--- src/rtl/edge_event_counter.sv ---
// Counts rising and falling edges of an asynchronous level within a snapshot window
// and presents each window's totals over a Valid/Rdy handshake.
module edge_event_counter #(
    parameter int CW = 8
) (
    input  logic          Clk,
    input  logic          Clr,
    input  logic          Din,
    input  logic          Snap,
    input  logic          Rdy,
    output logic          Valid,
    output logic [CW-1:0] RiseCnt,
    output logic [CW-1:0] FallCnt,
    output logic          Ovf,
    output logic          Level
);
    // state | meaning
    // IDLE  | counting edges, waiting for a Snap request
    // HOLD  | snapshot presented (Valid=1), waiting for Rdy; counting continues
    localparam logic [0:0] IDLE = 1'b0;
    localparam logic [0:0] HOLD = 1'b1;

    localparam logic [CW-1:0] CNT_MAX = '1;

    logic          r_s1;
    logic          r_s2;
    logic          r_p;
    logic [CW-1:0] r_rc;
    logic [CW-1:0] r_fc;
    logic          r_ro;
    logic [0:0]    r_state;
    logic [CW-1:0] r_rise_cnt;
    logic [CW-1:0] r_fall_cnt;
    logic          r_ovf;

    logic          w_rise;
    logic          w_fall;
    logic          w_rc_sat;
    logic          w_fc_sat;
    logic [CW-1:0] w_rc_inc;
    logic [CW-1:0] w_fc_inc;
    logic          w_ovf_hit;
    logic          w_capture;
    logic          w_release;

    assign w_rise    = r_s2 & ~r_p;
    assign w_fall    = ~r_s2 & r_p;
    assign w_rc_sat  = (r_rc == CNT_MAX);
    assign w_fc_sat  = (r_fc == CNT_MAX);
    assign w_rc_inc  = w_rc_sat ? r_rc : r_rc + {{(CW-1){1'b0}}, 1'b1};
    assign w_fc_inc  = w_fc_sat ? r_fc : r_fc + {{(CW-1){1'b0}}, 1'b1};
    assign w_ovf_hit = (w_rise & w_rc_sat) | (w_fall & w_fc_sat);
    assign w_capture = (r_state == IDLE) & Snap;
    assign w_release = (r_state == HOLD) & Rdy;

    always_ff @(posedge Clk) begin
        if (Clr) begin
            r_s1 <= 1'b0;
            r_s2 <= 1'b0;
            r_p  <= 1'b0;
        end else begin
            r_s1 <= Din;
            r_s2 <= r_s1;
            r_p  <= r_s2;
        end
    end

    // A capture restarts the window, but a detect on the same edge belongs to the new window.
    always_ff @(posedge Clk) begin
        if (Clr) begin
            r_rc <= '0;
            r_fc <= '0;
            r_ro <= 1'b0;
        end else if (w_capture) begin
            r_rc <= {{(CW-1){1'b0}}, w_rise};
            r_fc <= {{(CW-1){1'b0}}, w_fall};
            r_ro <= 1'b0;
        end else begin
            if (w_rise) begin
                r_rc <= w_rc_inc;
            end
            if (w_fall) begin
                r_fc <= w_fc_inc;
            end
            if (w_ovf_hit) begin
                r_ro <= 1'b1;
            end
        end
    end

    always_ff @(posedge Clk) begin
        if (Clr) begin
            r_state    <= IDLE;
            r_rise_cnt <= '0;
            r_fall_cnt <= '0;
            r_ovf      <= 1'b0;
        end else begin
            case (r_state)
                IDLE: begin
                    if (w_capture) begin
                        r_rise_cnt <= r_rc;
                        r_fall_cnt <= r_fc;
                        r_ovf      <= r_ro;
                        r_state    <= HOLD;
                    end
                end
                HOLD: begin
                    if (w_release) begin
                        r_state <= IDLE;
                    end
                end
                default: r_state <= IDLE;
            endcase
        end
    end

    assign Valid   = (r_state == HOLD);
    assign RiseCnt = r_rise_cnt;
    assign FallCnt = r_fall_cnt;
    assign Ovf     = r_ovf;
    assign Level   = r_s2;

endmodule

--- config.mk ---
export PLATFORM = sky130hd
export DESIGN_NAME = edge_event_counter
export DESIGN_NICKNAME = d
export VERILOG_FILES = /design/src/rtl/edge_event_counter.sv
export SDC_FILE = /design/constraint.sdc
export NUM_CORES = 1
export LEC_CHECK = 0
export CAP_MARGIN = 20
export CORE_MARGIN = 5
export CORE_UTILIZATION = 31
export DETAILED_ROUTE_END_ITERATION = 8
export PLACE_DENSITY = 0.57
export SLEW_MARGIN = 20
export SYNTH_ARGS = -nofsm -noshare
export SYNTH_HDL_FRONTEND = slang
export SYNTH_SLANG_ARGS = --single-unit
export TNS_END_PERCENT = 20
--- constraint.sdc ---
create_clock -name Clk -period 1.7 [get_ports Clk]
set_input_delay 0.34 -clock Clk [delete_from_list [all_inputs] [get_ports Clk]]
set_output_delay 0.34 -clock Clk [all_outputs]
set_load 0.01 [all_outputs]
==> results.cfg <==
[critical_path]
startpoint_type = flip-flop
cp_slowest_cell = clkdlybuf4s50_1
required_ns = 1.36
critPathMaxStageDelay_ns = 0.56
critical_path_arrival_ns = 1.25
cpLargestDelayFamily = buffers and inverters
critical_path_class = reg2out
crit_chain = clkdlybuf4s50_1
cp-end-kind = output port
crit_fanout = 8
critPathBufInv = 1

[drt]
initialDrtViolationCount = 48
drtAntennaViolNets = 0
drc = 0
via_per_inst = 4.673
finalWirelength_um = 3497
firstDrtPassIters = 6
wl_per_cell_um = 12.31
vias = 1327

[synth]
syn_avg_cell_area_um2 = 8.676
seq_area_frac_synth_pct = 47.91
yosysTopAreaCellShare_pct = 47.91
synth.largest_area_cell = dfxtp_1
synth-warning-count = 0
synth_ff_type = dfxtp_1
syn_inst = 183
async_reset_ff_share_pct = 0
synth_edf_count = 0
synthTopCellsByArea = dfxtp_1 (48%), nand2_1 (9.5%), a21oi_1 (6.9%)
syn_nets = 190
synth_area_um2 = 1588
ys_ff_latch = 38
synthDistinctLibCells = 32

[global_route]
grt_max_degree = 24
overflow = 0
grt_pass1_wl_um = 6078
grt_pass1_vias = 1249
track_usage_pct = 12.12
antenna_found_initial = 0

[sta]
fmax_mhz = 629.6
min_period_over_period_pct = 93.43
setup_slack_ns = 0.1117
tightest_slew_ns = 0.3091
hold_slack_ns = 0.4378
slew_violations = 0
finalCriticalPeriod_ns = 1.588
finalSetupViolCount = 0
relSlewSlack_pct = 79.35
finalSetupTns_ns = 0
hold_viol_final = 0
finClkSkew_ns = 0.004809
rsz0062_at_grt = false

[clock_tree]
cts_tree = done
clock_sinks = 38
h-tree-depth = 2
clockRootBuffer = clkbuf_8
clkLatencyLatePin_ns = 0.29
cts_setup_buffers = 0
path_clk_slew_ns = 0.07
numCtsBuffers = 5
clockBufferDepth = 2
hold_buffers = 0

[min_path]
hp-class = reg2reg

[die]
die_w_um = 81.57
coreArea_um2 = 5042
fp.dieH_um = 81.57
boundaryPins = 24
die_area_um2 = 6653
initial_core_util_pct = 31.49
fp-row-count = 26

[power_and_ir_drop]
finalPower_mw = 1.633
p_per_area_nw_per_um2 = 808.3
vdd_drop_max_v = 0.0003901
p_leak_nw = 0.6426

[place]
post-dp-hpwl_um = 2384
gp_congestion = 0.7698
dpl.cell_count = 276
place_ws_ns = 0.1744
port_buffers = 23
placed_area_um2 = 1928

[final_layout]
n_antenna_cell = 0
finalNonFillerCells = 284
final_core_util_pct = 40.07
areaGrowthSynthToFinish_pct = 27.27
nFillCells = 540
layout_commonest_cell = nand2_1
drive_above_1_share_pct = 10.75
fin_nets = 220
multi_input_area_um2 = 797.0
fin_area_um2 = 2021
final_cell_mix = nand2_1 (40), dfxtp_1 (37), clkdlybuf4s50_1 (23), a21oi_1 (22), nor2_1 (13)
area.sequential_um2 = 762.0

[job]
cap_violations = 0

[outcome]
outcome = completed
==> routing by layer <==
metal / global-route usage (%) / up-vias / share of wire [%]
met5: 0 / - / 0
met4: 4.561 / 0 / 0
met3: 5.154 / 0 / 4.4
met2: 16.69 / 23 / 42
met1: 16.57 / 609 / 53
li1: - / 695 / -
==> state kept, by name (all words and copies together) (netlist names) <==
register,cells
r_fc,8
r_rc,8
Valid,1
Level,1
r_ro,1
RiseCnt,8
r_s1,1
FallCnt,8
r_p,1
Ovf,1
==> Yosys cell counts, drive strengths merged (2+ instances only) <==
| cell type | number |
|---|---|
| ha | 2 |
| nand3 | 5 |
| dfxtp | 38 |
| o21ai | 2 |
| nand2b | 5 |
| nand2 | 40 |
| clkbuf | 4 |
| nor3 | 5 |
| buf | 3 |
| and4 | 2 |
| xnor2 | 6 |
| nor2 | 15 |
| a211oi | 7 |
| o211ai | 2 |
| nor2b | 7 |
| mux2i | 2 |
| a21oi | 22 |
| a2111oi | 2 |
| nand4 | 3 |
| and3 | 2 |
==> logic make-up after synthesis <==
group | Yosys count | share of synthesized area [%]
simple gates | 89 | 27.27
compound gates | 38 | 16.23
flops | 38 | 47.91
xor+xnor | 7 | 3.861
buf+inv | 7 | 1.891
mux | 2 | 1.261
fa+ha+maj | 2 | 1.576
==> final timing paths <==
check                                     startpoint              endpoint  slack [ns]  depth (start not counted)
worst max-delay path                Level$_SDFF_PP0_                 Level        0.11                          1
worst min-delay path                 r_s1$_SDFF_PP0_      Level$_SDFF_PP0_        0.44                          1
worst max register to register  r_rc[0]$_SDFFE_PP0P_  r_rc[7]$_SDFFE_PP0P_        0.17                          5
worst min register to register       r_s1$_SDFF_PP0_      Level$_SDFF_PP0_        0.44                          1
==> power by group <==
part / switching (mW) / total, mW / internal [mW]
logic: 0.0557 / 0.0947 / 0.0390
clock network: 0.308 / 0.635 / 0.327
registers: 0.00641 / 0.904 / 0.897
==> repair_timing <==
action / 4_1_cts / 5_1_grt
setup endpoints to repair: 1 / 0
gates resized for setup: 1 / 0
endpoints found under the hold margin: 0 / 0
==> area by class of cell <==
type / count / area share [%]
Sequential cell: 38 / 37.71
Clock inverter: 1 / 0.2477
Multi-Input combinational cell: 138 / 39.44
Clock buffer: 7 / 4.272
Timing Repair Buffer: 30 / 13.99
Tap cell: 70 / 4.334
Note: power is estimated with default switching activity, not from simulation.
